File: config.mk
export PLATFORM = sky130hd
export DESIGN_NAME = dm_access_unit_flat
export DESIGN_NICKNAME = d
export VERILOG_FILES = /design/src/rtl/dm_access_unit_pkg.sv /design/src/rtl/dm_access_unit_if.sv /design/src/rtl/dm_lane_align.sv /design/src/rtl/dm_access_unit.sv /design/src/flat_wrapper.sv
export SDC_FILE = /design/constraint.sdc
export NUM_CORES = 1
export LEC_CHECK = 0
export CAP_MARGIN = 20
export CORE_AREA = 4 4 132 134
export CTS_CLUSTER_DIAMETER = 200
export DETAILED_ROUTE_END_ITERATION = 6
export DIE_AREA = 0 0 136 138
export GPL_ROUTABILITY_DRIVEN = 0
export PLACE_DENSITY = 0.63
export SYNTH_ARGS = -nofsm -noshare
export SYNTH_HDL_FRONTEND = slang
export SYNTH_SLANG_ARGS = --single-unit
File: constraint.sdc
create_clock -name clk -period 3.1 [get_ports clk]
set_clock_uncertainty 0.05 [all_clocks]
set_input_delay 0.31 -clock clk [delete_from_list [all_inputs] [get_ports clk]]
set_output_delay 0.31 -clock clk [all_outputs]
set_load 0.05 [all_outputs]
File: src/rtl/dm_access_unit_pkg.sv
// Shared definitions for the data-memory access unit: size codes, FSM state
// encodings and the lane-mask / store-replicate / load-extend helpers.
package dm_pkg;

    localparam logic [1:0] SZ_BYTE  = 2'd0;
    localparam logic [1:0] SZ_HALF  = 2'd1;
    localparam logic [1:0] SZ_WORD  = 2'd2;
    localparam logic [1:0] SZ_DWORD = 2'd3;

    localparam logic [1:0] ST_IDLE   = 2'd0;
    localparam logic [1:0] ST_ACCESS = 2'd1;
    localparam logic [1:0] ST_RESP   = 2'd2;

    // Mask is built for the widest (64-bit) bus; narrower users truncate it.
    function automatic logic [7:0] byte_en_mask(input logic [1:0] size, input logic [2:0] offset);
        logic [8:0] span;
        span = (9'd1 << (4'd1 << size)) - 9'd1;
        return span[7:0] << offset;
    endfunction

    function automatic logic [63:0] store_replicate(input logic [1:0] size, input logic [63:0] wdata);
        logic [63:0] rep;
        case (size)
            SZ_BYTE: rep = {8{wdata[7:0]}};
            SZ_HALF: rep = {4{wdata[15:0]}};
            SZ_WORD: rep = {2{wdata[31:0]}};
            default: rep = wdata;
        endcase
        return rep;
    endfunction

    function automatic logic [63:0] load_extend(input logic [63:0] raw, input logic [1:0] size,
                                                input logic [2:0] offset, input logic sign_ext);
        logic [63:0] sh;
        logic [63:0] ext;
        sh = raw >> {offset, 3'b000};
        case (size)
            SZ_BYTE: ext = {{56{sign_ext & sh[7]}},  sh[7:0]};
            SZ_HALF: ext = {{48{sign_ext & sh[15]}}, sh[15:0]};
            SZ_WORD: ext = {{32{sign_ext & sh[31]}}, sh[31:0]};
            default: ext = sh;
        endcase
        return ext;
    endfunction

endpackage

File: src/rtl/dm_access_unit_if.sv
// Core-request / response / data-memory signal bundle for dm_access_unit.
// slave = the access unit itself, master = core plus memory environment.
interface dm_access_unit_if #(
    parameter int unsigned ADDR_WIDTH = 12,
    parameter int unsigned DATA_WIDTH = 32
);
    logic                      req_valid;
    logic                      req_ready;
    logic                      req_write;
    logic [1:0]                req_size;
    logic                      req_signed;
    logic [ADDR_WIDTH-1:0]     req_addr;
    logic [DATA_WIDTH-1:0]     req_wdata;
    logic                      rsp_valid;
    logic                      rsp_ready;
    logic [DATA_WIDTH-1:0]     rsp_rdata;
    logic                      rsp_error;
    logic                      DM_enable;
    logic                      DM_read;
    logic                      DM_write;
    logic [ADDR_WIDTH-1:0]     DM_address;
    logic [DATA_WIDTH/8-1:0]   DM_byte_en;
    logic [DATA_WIDTH-1:0]     DM_in;
    logic [DATA_WIDTH-1:0]     DM_out;
    logic                      DM_ready;

    modport slave (
        input  req_valid, req_write, req_size, req_signed, req_addr, req_wdata,
        input  rsp_ready, DM_out, DM_ready,
        output req_ready, rsp_valid, rsp_rdata, rsp_error,
        output DM_enable, DM_read, DM_write, DM_address, DM_byte_en, DM_in
    );

    modport master (
        output req_valid, req_write, req_size, req_signed, req_addr, req_wdata,
        output rsp_ready, DM_out, DM_ready,
        input  req_ready, rsp_valid, rsp_rdata, rsp_error,
        input  DM_enable, DM_read, DM_write, DM_address, DM_byte_en, DM_in
    );
endinterface

File: src/rtl/dm_lane_align.sv
// Combinational byte-lane alignment: lane enables, store replication and
// load extract/extend for a DATA_WIDTH-bit memory word.
module dm_lane_align
    import dm_pkg::*;
#(
    parameter  int unsigned DATA_WIDTH = 32,
    localparam int unsigned NB         = DATA_WIDTH / 8,
    localparam int unsigned OFFW       = $clog2(NB)
) (
    input  logic [1:0]            size_i,
    input  logic [OFFW-1:0]       offset_i,
    input  logic                  signed_i,
    input  logic [DATA_WIDTH-1:0] wdata_i,
    input  logic [DATA_WIDTH-1:0] rdata_i,
    output logic [NB-1:0]         byte_en_o,
    output logic [DATA_WIDTH-1:0] wdata_o,
    output logic [DATA_WIDTH-1:0] rdata_o
);

    always_comb begin
        byte_en_o = NB'(byte_en_mask(size_i, 3'(offset_i)));
        wdata_o   = DATA_WIDTH'(store_replicate(size_i, 64'(wdata_i)));
        rdata_o   = DATA_WIDTH'(load_extend(64'(rdata_i), size_i, 3'(offset_i), signed_i));
    end

endmodule

File: src/rtl/dm_access_unit.sv
// Data-memory access unit: byte/half/word/dword accesses with a wait-state
// handshake. Optional access timeout enabled by defining DM_TIMEOUT_EN.
module dm_access_unit
    import dm_pkg::*;
#(
    parameter int unsigned ADDR_WIDTH     = 12,
    parameter int unsigned DATA_WIDTH     = 32,
    parameter int unsigned TIMEOUT_CYCLES = 16
) (
    input logic         clk,
    input logic         rst,
    dm_access_unit_if.slave bus
);

    localparam int unsigned NB   = DATA_WIDTH / 8;
    localparam int unsigned OFFW = $clog2(NB);

    logic [1:0]            state_q,  state_d;
    logic                  write_q,  write_d;
    logic [1:0]            size_q,   size_d;
    logic                  signed_q, signed_d;
    logic [OFFW-1:0]       off_q,    off_d;
    logic [ADDR_WIDTH-1:0] addr_q,   addr_d;
    logic [NB-1:0]         be_q,     be_d;
    logic [DATA_WIDTH-1:0] din_q,    din_d;
    logic [DATA_WIDTH-1:0] rdata_q,  rdata_d;
    logic                  error_q,  error_d;

`ifdef DM_TIMEOUT_EN
    localparam int unsigned CW = $clog2(TIMEOUT_CYCLES + 1);
    logic [CW-1:0] cnt_q, cnt_d;
`endif

    logic                  idle;
    logic [1:0]            al_size;
    logic [OFFW-1:0]       al_off;
    logic                  al_signed;
    logic [NB-1:0]         al_be;
    logic [DATA_WIDTH-1:0] al_wdata;
    logic [DATA_WIDTH-1:0] al_rdata;
    logic [2:0]            align_mask;
    logic                  misaligned;

    assign idle = (state_q == ST_IDLE);

    // The aligner serves the incoming request in IDLE and the latched one afterwards.
    always_comb begin
        al_size   = idle ? bus.req_size : size_q;
        al_off    = idle ? bus.req_addr[OFFW-1:0] : off_q;
        al_signed = idle ? bus.req_signed : signed_q;
    end

    dm_lane_align #(.DATA_WIDTH(DATA_WIDTH)) u_align (
        .size_i    (al_size),
        .offset_i  (al_off),
        .signed_i  (al_signed),
        .wdata_i   (bus.req_wdata),
        .rdata_i   (bus.DM_out),
        .byte_en_o (al_be),
        .wdata_o   (al_wdata),
        .rdata_o   (al_rdata)
    );

    always_comb begin
        align_mask = 3'((4'd1 << bus.req_size) - 4'd1);
        misaligned = (|(bus.req_addr[2:0] & align_mask)) ||
                     ((DATA_WIDTH == 32) && (bus.req_size == SZ_DWORD));
    end

    always_comb begin
        state_d  = state_q;
        write_d  = write_q;
        size_d   = size_q;
        signed_d = signed_q;
        off_d    = off_q;
        addr_d   = addr_q;
        be_d     = be_q;
        din_d    = din_q;
        rdata_d  = rdata_q;
        error_d  = error_q;
`ifdef DM_TIMEOUT_EN
        cnt_d    = cnt_q;
`endif
        case (state_q)
            ST_IDLE: begin
                if (bus.req_valid) begin
                    write_d  = bus.req_write;
                    size_d   = bus.req_size;
                    signed_d = bus.req_signed;
                    off_d    = bus.req_addr[OFFW-1:0];
                    addr_d   = bus.req_addr & ~ADDR_WIDTH'(NB - 1);
                    be_d     = misaligned ? '0 : al_be;
                    din_d    = (bus.req_write && !misaligned) ? al_wdata : '0;
                    rdata_d  = '0;
                    error_d  = misaligned;
                    state_d  = misaligned ? ST_RESP : ST_ACCESS;
`ifdef DM_TIMEOUT_EN
                    cnt_d    = '0;
`endif
                end
            end
            ST_ACCESS: begin
                if (bus.DM_ready) begin
                    rdata_d = write_q ? '0 : al_rdata;
                    error_d = 1'b0;
                    state_d = ST_RESP;
`ifdef DM_TIMEOUT_EN
                end else if (cnt_q >= CW'(TIMEOUT_CYCLES - 1)) begin
                    rdata_d = '0;
                    error_d = 1'b1;
                    state_d = ST_RESP;
                end else begin
                    cnt_d = cnt_q + 1'b1;
`endif
                end
            end
            ST_RESP: begin
                if (bus.rsp_ready) state_d = ST_IDLE;
            end
            default: state_d = ST_IDLE;
        endcase
    end

    always_ff @(posedge clk or negedge rst) begin
        if (!rst) begin
            state_q  <= ST_IDLE;
            write_q  <= 1'b0;
            size_q   <= SZ_BYTE;
            signed_q <= 1'b0;
            off_q    <= '0;
            addr_q   <= '0;
            be_q     <= '0;
            din_q    <= '0;
            rdata_q  <= '0;
            error_q  <= 1'b0;
`ifdef DM_TIMEOUT_EN
            cnt_q    <= '0;
`endif
        end else begin
            state_q  <= state_d;
            write_q  <= write_d;
            size_q   <= size_d;
            signed_q <= signed_d;
            off_q    <= off_d;
            addr_q   <= addr_d;
            be_q     <= be_d;
            din_q    <= din_d;
            rdata_q  <= rdata_d;
            error_q  <= error_d;
`ifdef DM_TIMEOUT_EN
            cnt_q    <= cnt_d;
`endif
        end
    end

    assign bus.req_ready  = idle;
    assign bus.rsp_valid  = (state_q == ST_RESP);
    assign bus.rsp_rdata  = rdata_q;
    assign bus.rsp_error  = error_q;
    assign bus.DM_enable  = (state_q == ST_ACCESS);
    assign bus.DM_read    = (state_q == ST_ACCESS) && !write_q;
    assign bus.DM_write   = (state_q == ST_ACCESS) && write_q;
    assign bus.DM_address = addr_q;
    assign bus.DM_byte_en = be_q;
    assign bus.DM_in      = din_q;

endmodule

File: src/flat_wrapper.sv
// flat-port wrapper written by rule: the top's interface ports become plain ports
module dm_access_unit_flat import dm_pkg::*;
#(
    parameter int unsigned ADDR_WIDTH     = 12,
    parameter int unsigned DATA_WIDTH     = 32,
    parameter int unsigned TIMEOUT_CYCLES = 16
)
  (clk, rst, bus_req_valid, bus_req_write, bus_req_size, bus_req_signed, bus_req_addr, bus_req_wdata, bus_rsp_ready, bus_DM_out, bus_DM_ready, bus_req_ready, bus_rsp_valid, bus_rsp_rdata, bus_rsp_error, bus_DM_enable, bus_DM_read, bus_DM_write, bus_DM_address, bus_DM_byte_en, bus_DM_in);
  dm_access_unit_if #(.ADDR_WIDTH(ADDR_WIDTH), .DATA_WIDTH(DATA_WIDTH)) bus_i ();
  input logic clk;
  input logic rst;
  input wire logic [$bits(bus_i.req_valid)-1:0] bus_req_valid;
  input wire logic [$bits(bus_i.req_write)-1:0] bus_req_write;
  input wire logic [$bits(bus_i.req_size)-1:0] bus_req_size;
  input wire logic [$bits(bus_i.req_signed)-1:0] bus_req_signed;
  input wire logic [$bits(bus_i.req_addr)-1:0] bus_req_addr;
  input wire logic [$bits(bus_i.req_wdata)-1:0] bus_req_wdata;
  input wire logic [$bits(bus_i.rsp_ready)-1:0] bus_rsp_ready;
  input wire logic [$bits(bus_i.DM_out)-1:0] bus_DM_out;
  input wire logic [$bits(bus_i.DM_ready)-1:0] bus_DM_ready;
  output wire logic [$bits(bus_i.req_ready)-1:0] bus_req_ready;
  output wire logic [$bits(bus_i.rsp_valid)-1:0] bus_rsp_valid;
  output wire logic [$bits(bus_i.rsp_rdata)-1:0] bus_rsp_rdata;
  output wire logic [$bits(bus_i.rsp_error)-1:0] bus_rsp_error;
  output wire logic [$bits(bus_i.DM_enable)-1:0] bus_DM_enable;
  output wire logic [$bits(bus_i.DM_read)-1:0] bus_DM_read;
  output wire logic [$bits(bus_i.DM_write)-1:0] bus_DM_write;
  output wire logic [$bits(bus_i.DM_address)-1:0] bus_DM_address;
  output wire logic [$bits(bus_i.DM_byte_en)-1:0] bus_DM_byte_en;
  output wire logic [$bits(bus_i.DM_in)-1:0] bus_DM_in;
  assign bus_i.req_valid = bus_req_valid;
  assign bus_i.req_write = bus_req_write;
  assign bus_i.req_size = bus_req_size;
  assign bus_i.req_signed = bus_req_signed;
  assign bus_i.req_addr = bus_req_addr;
  assign bus_i.req_wdata = bus_req_wdata;
  assign bus_i.rsp_ready = bus_rsp_ready;
  assign bus_i.DM_out = bus_DM_out;
  assign bus_i.DM_ready = bus_DM_ready;
  assign bus_req_ready = bus_i.req_ready;
  assign bus_rsp_valid = bus_i.rsp_valid;
  assign bus_rsp_rdata = bus_i.rsp_rdata;
  assign bus_rsp_error = bus_i.rsp_error;
  assign bus_DM_enable = bus_i.DM_enable;
  assign bus_DM_read = bus_i.DM_read;
  assign bus_DM_write = bus_i.DM_write;
  assign bus_DM_address = bus_i.DM_address;
  assign bus_DM_byte_en = bus_i.DM_byte_en;
  assign bus_DM_in = bus_i.DM_in;
  dm_access_unit #(.ADDR_WIDTH(ADDR_WIDTH), .DATA_WIDTH(DATA_WIDTH), .TIMEOUT_CYCLES(TIMEOUT_CYCLES)) u_core (.clk(clk), .rst(rst), .bus(bus_i));
endmodule
# Word level (Yosys, flattened, before mapping)

Cells that the tools add are included.

Add/sub/neg operators: 2
Multipliers: 0
Div/mod/pow operators: 0
$lt $le $gt $ge: 0
Eq/ne operators: 8
Shift operators: 5
Multiplexer cells: 19
Bitwise gates (word level): 3
Reduce and logical (&&, ||, !) cells: 13

Operators by type and width:

| kind                                                                | count |
|---|---|
| 32-bit case mux with 3 select lines                                 | 2 |
| 32-bit 2-to-1 mux                                                   | 4 |
| 32-bit case mux with 2 select lines                                 | 1 |
| 32-bit by 5-bit >> shifter with 32-bit output                       | 1 |
| 2-bit 2-to-1 mux                                                    | 6 |
| 1-bit by 4-bit left shift with 8-bit output (first input constant)  | 1 |
| 8-bit by 2-bit left shift with 4-bit output                         | 1 |
| 8-bit by 1-bit subtractor with 8-bit output (second input constant) | 1 |
| 2-bit == test (second input constant)                               | 3 |
| 2-bit != test (second input constant)                               | 3 |
| 2-bit case mux with 3 select lines                                  | 1 |
| 3-bit AND reduction                                                 | 2 |
| 2-bit by 1-bit == test with 1-bit output (second input constant)    | 2 |
| 2-bit logical NOT                                                   | 2 |
| 4-bit 2-to-1 mux                                                    | 1 |
| 1-bit by 2-bit left shift with 4-bit output (first input constant)  | 1 |
| 3-bit AND                                                           | 1 |
| 1-bit logical AND                                                   | 3 |
| 1-bit 2-to-1 mux                                                    | 3 |
| 3-bit OR reduction                                                  | 1 |
| 1-bit by 2-bit left shift with 3-bit output (first input constant)  | 1 |
| 3-bit by 1-bit subtractor with 3-bit output (second input constant) | 1 |
| 1-bit AND                                                           | 2 |
| 1-bit logical NOT                                                   | 2 |
| other kinds (4)                                                     | 4 |

Register bits: 87
Bits in latches: 0
Memory bits (writable): 0
Memory bits (read-only): 0
Input port bits: 85
Memories kept: 0

# Depth between registers and ports, before layout

Gate-level depths: netlist of the first run.

Depth in word-level cells: 8
Depth in mapped cells: 8
Depth with buffers taken out: 6

# Hierarchy

Synthesis of the first run repeated with hierarchy kept, for this count alone.

Cells, all modules: 564
Area, all modules: 5018.6 um^2

Modules (own cells, without submodules):

| module         | instances | cells an instance | area each (um^2) |
|---|---|---|---|
| dm_access_unit | 1         | 398               | 3778.6 |
| dm_lane_align  | 1         | 166               | 1239.9 |

# Worst setup path after synthesis of the first run

OpenSTA, ideal clock, no wires.

Kind: flip-flop to flip-flop
Start point: register u_core.state_q[0]
End point: register u_core.rdata_q[27] (netlist: u_core.bus.rsp_rdata[27])
Setup time: 0.082 ns
Data arrival time: 2.682 ns
Data required time: 2.968 ns
Slack: 0.286 ns
Stages on the path, launching flop included: 8
Period minus slack after synthesis: 2.814 ns
Cells stage by stage: dfrtp_1 -> buf_2 -> nor3b_1 -> nand2_1 -> clkbuf_1 -> a21oi_1 -> a21oi_1 -> a31oi_1

Cells in the longest elaborated chain, start to end: 8
Elaborated cells on any way between the ends: 19
Classes of those cells: eq/ne (5); shift (1); mux (7); bitwise (2); reduce/logical (4)

RTL lines:

| what                                          | RTL line                                           | RTL |
|---|---|---|
| start, declared                               | dm_access_unit.sv:18                               | `logic [1:0] state_q, state_d;` |
| start signal, assigned                        | dm_access_unit.sv:140                              | `state_q <= state_d;` |
| 2-bit logical NOT                             | dm_access_unit.sv:44, dm_access_unit.sv:84         |  |
| 2-bit 2-to-1 mux                              | dm_access_unit.sv:49                               | `al_off = idle ? bus.req_addr[OFFW-1:0] : off_q;` |
| 32-bit by 5-bit >> shifter with 32-bit output | dm_access_unit_pkg.sv:36                           | `sh = raw >> {offset, 3'b000};` |
| 1-bit AND, on equally long branches           | dm_access_unit_pkg.sv:39, dm_access_unit_pkg.sv:38 |  |
| 32-bit case mux with 3 select lines           | dm_access_unit_pkg.sv:37                           | `case (size)` |
| 32-bit 2-to-1 mux                             | dm_access_unit.sv:104                              | `rdata_d = write_q ? '0 : al_rdata;` |
| 32-bit 2-to-1 mux                             | dm_access_unit.sv:103                              | `if (bus.DM_ready) begin` |
| 32-bit case mux with 2 select lines           | dm_access_unit.sv:84                               | `case (state_q)` |
| end signal, assigned                          | dm_access_unit.sv:148                              | `rdata_q <= rdata_d;` |
| end, declared                                 | dm_access_unit.sv:26                               | `logic [DATA_WIDTH-1:0] rdata_q, rdata_d;` |

Parallel ways exist; a longest one is shown, timed or not. The select of a mux whose other input is x is not followed.
A chain may end at the register's enable or synchronous reset.

# Worst setup path after layout of the first run

Start point: register u_core.state_q[1]
End point: register u_core.rdata_q[21] (netlist: u_core.bus.rsp_rdata[21])

The elaborated chain is that of the path after synthesis.

==> results of run 1 <==
-- routing by layer --
metal,part of all wire,wire length [um]
met3,0.11,1820
met2,0.45,7520
met4,0.018,305
met5,0,0
met1,0.42,6960
-- worst max-delay path, stage by stage, from the launching register on --
cell and delay (ns):
dfrtp_1 0.50, or2_1 0.29, buf_4 0.22, mux2_4 0.45, nand3_1 0.16, nand3_2 0.44
a41oi_1 0.40
-- state kept, by name, summed over array words and instances, names as in the netlist, 2 cells and up --
name / cells
u_core.bus.DM_in: 32
u_core.bus.rsp_rdata: 32
u_core.bus.DM_address: 10
u_core.bus.DM_byte_en: 4
u_core.off_q: 2
u_core.size_q: 2
u_core.state_q: 2
-- kinds of logic (layout without fill, tap and decap cells) --
family | Yosys count | after routing | synth area share
simple gates | 120 | 120 | 0.121
flops | 87 | 87 | 0.472
mux | 45 | 45 | 0.110
buf+inv | 42 | 203 | 0.0472
other cells | 1 | 2 | 0.000812
compound gates | 179 | 179 | 0.250
-- synth_stat cells, types with 11 or more instances --
| master | instances | share of area |
|---|---|---|
| a22o_1 | 16 | 0.030 |
| a31oi_1 | 16 | 0.022 |
| mux2i_1 | 13 | 0.028 |
| a21oi_1 | 38 | 0.041 |
| buf_2 | 15 | 0.016 |
| clkbuf_1 | 16 | 0.013 |
| nor2_1 | 21 | 0.017 |
| mux2_2 | 30 | 0.073 |
| dfrtp_1 | 87 | 0.47 |
| nand2_1 | 59 | 0.048 |
| nand3_1 | 11 | 0.012 |
| o21ai_0 | 57 | 0.062 |
-- worst paths after layout --
kind / from / to / slack, ns / cells past startpoint
min reg2reg: u_core.bus.DM_byte_en[0] / u_core.bus.DM_byte_en[0] / 0.43 / 2
min: u_core.bus.DM_byte_en[0] / u_core.bus.DM_byte_en[0] / 0.43 / 2
max reg2reg: u_core.state_q[1] / u_core.bus.rsp_rdata[21] / 0.49 / 6
min in group asynchronous: rst / u_core.bus.DM_address[11] / 0.44 / 2
max in group asynchronous: rst / u_core.bus.DM_in[2] / 1.78 / 3
max: u_core.state_q[1] / u_core.bus.rsp_rdata[21] / 0.49 / 6
-- power breakdown --
group | leakage (nW) | internal (mW) | switching [mW]
combinational | 1.51 | 1.22 | 2.32
clock | 0.131 | 0.568 | 0.475
sequential | 1.15 | 1.45 | 0.229
-- cell type report --
class | instances | share of cell area
Clock buffer | 10 | 0.0352
Clock inverter | 6 | 0.00664
Inverter | 3 | 0.00166
Multi-Input combinational cell | 346 | 0.329
Sequential cell | 87 | 0.321
Tap cell | 220 | 0.0406
Timing Repair Buffer | 184 | 0.266
-- stage by stage --
| stage | util | instances | cell area, um^2 |
|---|---|---|---|
| 2_1_floorplan | - | 475 | 4620 |
| 3_3_place_gp | 0.398 | 838 | 6480 |
| 3_5_place_dp | 0.398 | 839 | 6490 |
| 4_1_cts | 0.416 | 856 | 6780 |
| 5_1_grt | 0.416 | 856 | 6780 |
| 6_report | 0.416 | 856 | 6780 |
==> impl_results.md, run 1 <==
- Routing usage on met3: 0.0614
- Pwr dens: 924 mW/mm^2
- Startpoint types: flop
- Global route overflow: 0
- Mean cell area of the mapped netlist: 9.74 um^2
- DP HPWL: 12.4 mm
- Worst Setup End Kind: flop
- Die height: 138 um
- Clock transition at the registers of the reported paths: 0.07 ns
- Synthesized cell area: ~0.0046 mm^2
- Power Total: approximately 6.3 mW
- Flops & latches, synth: between 80 and 90
- # hold bufs at CTS: 1
- Total Die Area: 0.0188 mm^2
- Total Wirelength: 16.6 mm
- Worst-margin pin slew: approximately 0.8 ns
- Via density: 5.31
- Slew Limit Fails: 0
- Via count: 4543
- Status: complete, no violations
- Most frequent cells in the layout: clkdlybuf4s50_1 (167), dfrtp_1 (87), nand2_1 (58)
- TritonCTS Buffers: 9
- Register area: 0.00218 mm^2
- Register area share after synthesis: 0.472
- Initial Util: 0.283
- Worst Path Arrival: 2.80 ns
- EDFF count, synth: 0
- DR DRC count: 0
- Port Buffers: 168
- GR Util met2: 0.269
- Max-capacitance violation count: 0
- Tot GR Track Use: 0.176
- # setup viols final: 0
- Multi-input logic area: 0.00223 mm^2
- Synth warn: 0
- Critical path class: flop to flop
- Resized Gates After CTS: 0
- HP Class: flop to flop
- Maximum clock frequency: 0.384 GHz
- Leakage: around 2.8 nW
- First-pass iteration count of the detailed router: 5
- RSZ-0062 raised after global routing: false
- Global route hottest layer: met2
- Crit path max fanout: 28
- Fin nets: 716
- Synth cell types: 47
- Filler cell count: 1548
- Std cell rows: 47
- Die Span X: 136 um
- Iteration-0 DRC Markers: between 300 and 400
- First-pass GRT wire length: 26.1 mm
- Area grow syn2layout: 47.0%
- Dpl ws: 0.211 ns
- Most common cell after layout, fill and taps aside: clkdlybuf4s50_1
- Post-layout min period: around 2.6 ns
- Final hold slack: ~0.43 ns
- Clk sinks: 87
- Largest net degree at the start of global routing: 56
- Initial antenna violation count: 0
- H-tree depth: 3
- Worst slew margin: 0.453
- Share of cells above drive strength 1: 0.121
- Data required time of the worst path: about 3.3 ns
- Worst vdd ir: 0.000754 V
- Final WS setup: roughly 0.49 ns
- WL/cell: 19.4 um
- Final setup TNS: 0 ns
- Antenna-violating nets left: 0
- Vias in the first global route: 4670
- Antenna Cells: 0
- Setup repair bufs after CTS: 0
- Root buf cell: clkbuf_16
- Core box area: roughly 0.016 mm^2
- Met1 Use GR: 0.232
- CTS tree: built
- Synth Flop Type: dfrtp_1
- Deepest clock path buffer count: 2
- Fin crit share: 0.840
- Synth async-reset ratio: 1.00
- Fin. Hold Viols: 0
- Clock latency on the worst-skew pair: 0.34 ns
- I/O pin total: 171
- Post-Syn Instances: 474
(Power assumes the default switching activity.)
==> run 2: changes to the inputs <==
==> constraint.sdc (replaced) <==
create_clock -name clk -period 2.5 [get_ports clk]
set_clock_uncertainty 0.05 [all_clocks]
set_input_delay 0.25 -clock clk [delete_from_list [all_inputs] [get_ports clk]]
set_output_delay 0.25 -clock clk [all_outputs]
set_load 0.05 [all_outputs]
==> impl_results.md, run 2 (same netlist as run 1, synthesis figures left out) <==
- Max stage delay on crit path: 0.84 ns (+0.34 ns)
- Critical path class: flop to output port
- Worst slew margin: 0.478 (+0.0255)
- Top delay family on crit path: buffers and inverters
- Worst Setup End Kind: output port
- Final setup TNS: 0 ns (unchanged)
- WL/cell: 19.0 um (-1.8%)
- # setup viols final: 0 (unchanged)
- Deepest clock path buffer count: 2 (unchanged)
- Antenna Cells: 0 (unchanged)
- Core Util, Final: 0.424 (+0.00730)
- Leakage: 2.86 nW (+2.6%)
- Status: complete, no violations
- Clk sinks: 87 (unchanged)
- Most frequent cells in the layout: clkdlybuf4s50_1 (164), dfrtp_1 (87), nand2_1 (58)
- TritonCTS Buffers: 9 (unchanged)
- Startpoint types: flop
- Register area: 0.00218 mm^2 (unchanged)
- Initial antenna violation count: 0 (unchanged)
- DR DRC count: 0 (unchanged)
- Maximum clock frequency: 0.431 GHz
- Via count: 4462 (-1.8%)
- Crit path max fanout: 19 (-32%)
- Filler cell count: 1578 (+1.9%)
- Most common cell after layout, fill and taps aside: clkdlybuf4s50_1
- Post-layout min period: 2.32 ns
- Core box area: 0.0163 mm^2 (unchanged)
- Std cell rows: 47 (unchanged)
- First-pass iteration count of the detailed router: 5 (unchanged)
- WP buf/inv: 2 (+1)
- Setup repair bufs after CTS: 0 (unchanged)
- Multi-input logic area: 0.00224 mm^2 (+0.45%)
- Initial Util: 0.283 (unchanged)
- Share of cells above drive strength 1: 0.136 (+0.0152)
- Worst Path Arrival: 2.02 ns (-0.78 ns)
- Clock transition at the registers of the reported paths: 0.07 ns (about the same)
- Largest net degree at the start of global routing: 52 (-7.1%)
- Cells along the critical path: buf_4 > nor3b_2 > clkdlybuf4s50_1
- Data required time of the worst path: 2.20 ns (-1.09 ns)
- First-pass GRT wire length: 26.0 mm (-0.48%)
- CP max-delay cell: clkdlybuf4s50_1
- Max-capacitance violation count: 0 (unchanged)
- DP HPWL: 12.2 mm (-0.99%)
- Area grow syn2layout: 49.6%
- Via density: 5.15 (-2.9%)
- Root buf cell: clkbuf_16
- CTS tree: built
- Die height: 138 um (unchanged)
- RSZ-0062 raised after global routing: false
- HP Class: input port to asynchronous set/reset pin
- Fin crit share: 0.929
- Worst-margin pin slew: 0.782 ns (-0.0363 ns)
- Iteration-0 DRC Markers: 277 (-9.8%)
- Fin. Hold Viols: 0 (unchanged)
- H-tree depth: 3 (unchanged)
- I/O pin total: 171 (unchanged)
- Fin nets: 726 (+1.4%)
- Total Wirelength: 16.5 mm (-0.67%)
- Total Die Area: 0.0188 mm^2 (unchanged)
- Worst vdd ir: 0.000747 V (-0.96%)
- Global route overflow: 0 (unchanged)
- Antenna-violating nets left: 0 (unchanged)
- Clock latency on the worst-skew pair: 0.35 ns (about the same)
- Tot GR Track Use: 0.175 (-0.000610)
- Vias in the first global route: 4673 (+0.064%)
- Pwr dens: 1150 mW/mm^2 (+25%)
- Die Span X: 136 um (unchanged)
- Slew Limit Fails: 0 (unchanged)
- Port Buffers: 168 (unchanged)
[run 2: changes by cell type in the layout (fill, tap and decap cells not counted), moves of 2 or more]
cell / delta
clkdlybuf4s50_1: -3
buf_4: +11
clkinvlp_4: -2
buf_12: +3
clkbuf_1: +3
[run 2: worst register-to-register path, stage by stage, from the launching register on]
cell and delay, ns:
dfrtp_1 0.37, buf_4 0.21, nor3b_1 0.48, o21ai_0 0.26
a211oi_2 0.37, nor2_4 0.15, a41oi_1 0.26
[run 2: per-layer routing]
layer,GRT usage,wire length (um),share of wire
met1,0.227,7040,0.43
met3,0.0814,1930,0.12
met2,0.270,7380,0.45
met5,0,0,0
met4,0.0334,137,0.0083
[run 2: what timing repair did]
item                                    4_1_cts  5_1_grt
hold endpoints to repair                     36        0
hold buffers                                  1        0
gates resized for setup                       0        1
endpoints found under the setup margin        0        1
[run 2: final cells by class]
type | count | share of cell area
clock buffer | 12 | 0.0343
timing repair buffer | 194 | 0.276
clock inverter | 4 | 0.00798
multi-input combinational | 346 | 0.325
tap | 220 | 0.0399
sequential | 87 | 0.315
inverter | 3 | 0.00163
[run 2: per-stage QoR]
stage	hold slack [ns]	instance area (um^2)	instances	setup slack [ns]	total power, mW
after floorplan	-0.0956	4620	475	0.211	5.02
after global placement	0.199	6600	849	0.142	6.51
after detailed placement	0.204	6600	849	0.0525	6.58
after CTS	0.368	6900	866	0.147	7.98
after global routing	0.423	6900	866	0.0841	8.38
final	0.361	6900	866	0.178	7.94
[run 2: final timing paths]
| path | slack (ns) | depth (start not counted) | startpoint | end |
|---|---|---|---|---|
| worst max register to register | 0.26 | 6 | u_core.state_q[1] | u_core.bus.rsp_rdata[21] |
| worst min-delay path | 0.36 | 2 | rst | u_core.bus.DM_address[7] |
| min in group clk | 0.43 | 2 | u_core.bus.DM_in[11] | u_core.bus.DM_in[11] |
| worst max-delay path | 0.18 | 3 | u_core.state_q[1] | bus_DM_read |
| worst min register to register | 0.43 | 2 | u_core.bus.DM_in[11] | u_core.bus.DM_in[11] |
| max in group asynchronous | 1.37 | 3 | rst | u_core.bus.rsp_rdata[28] |
[run 2: power breakdown]
part / switching [mW] / internal (mW) / leakage [nW] / total [mW]
combinational: 2.92 / 1.60 / 1.57 / 4.51
clock: 0.589 / 0.782 / 0.137 / 1.37
sequential: 0.257 / 1.80 / 1.15 / 2.06
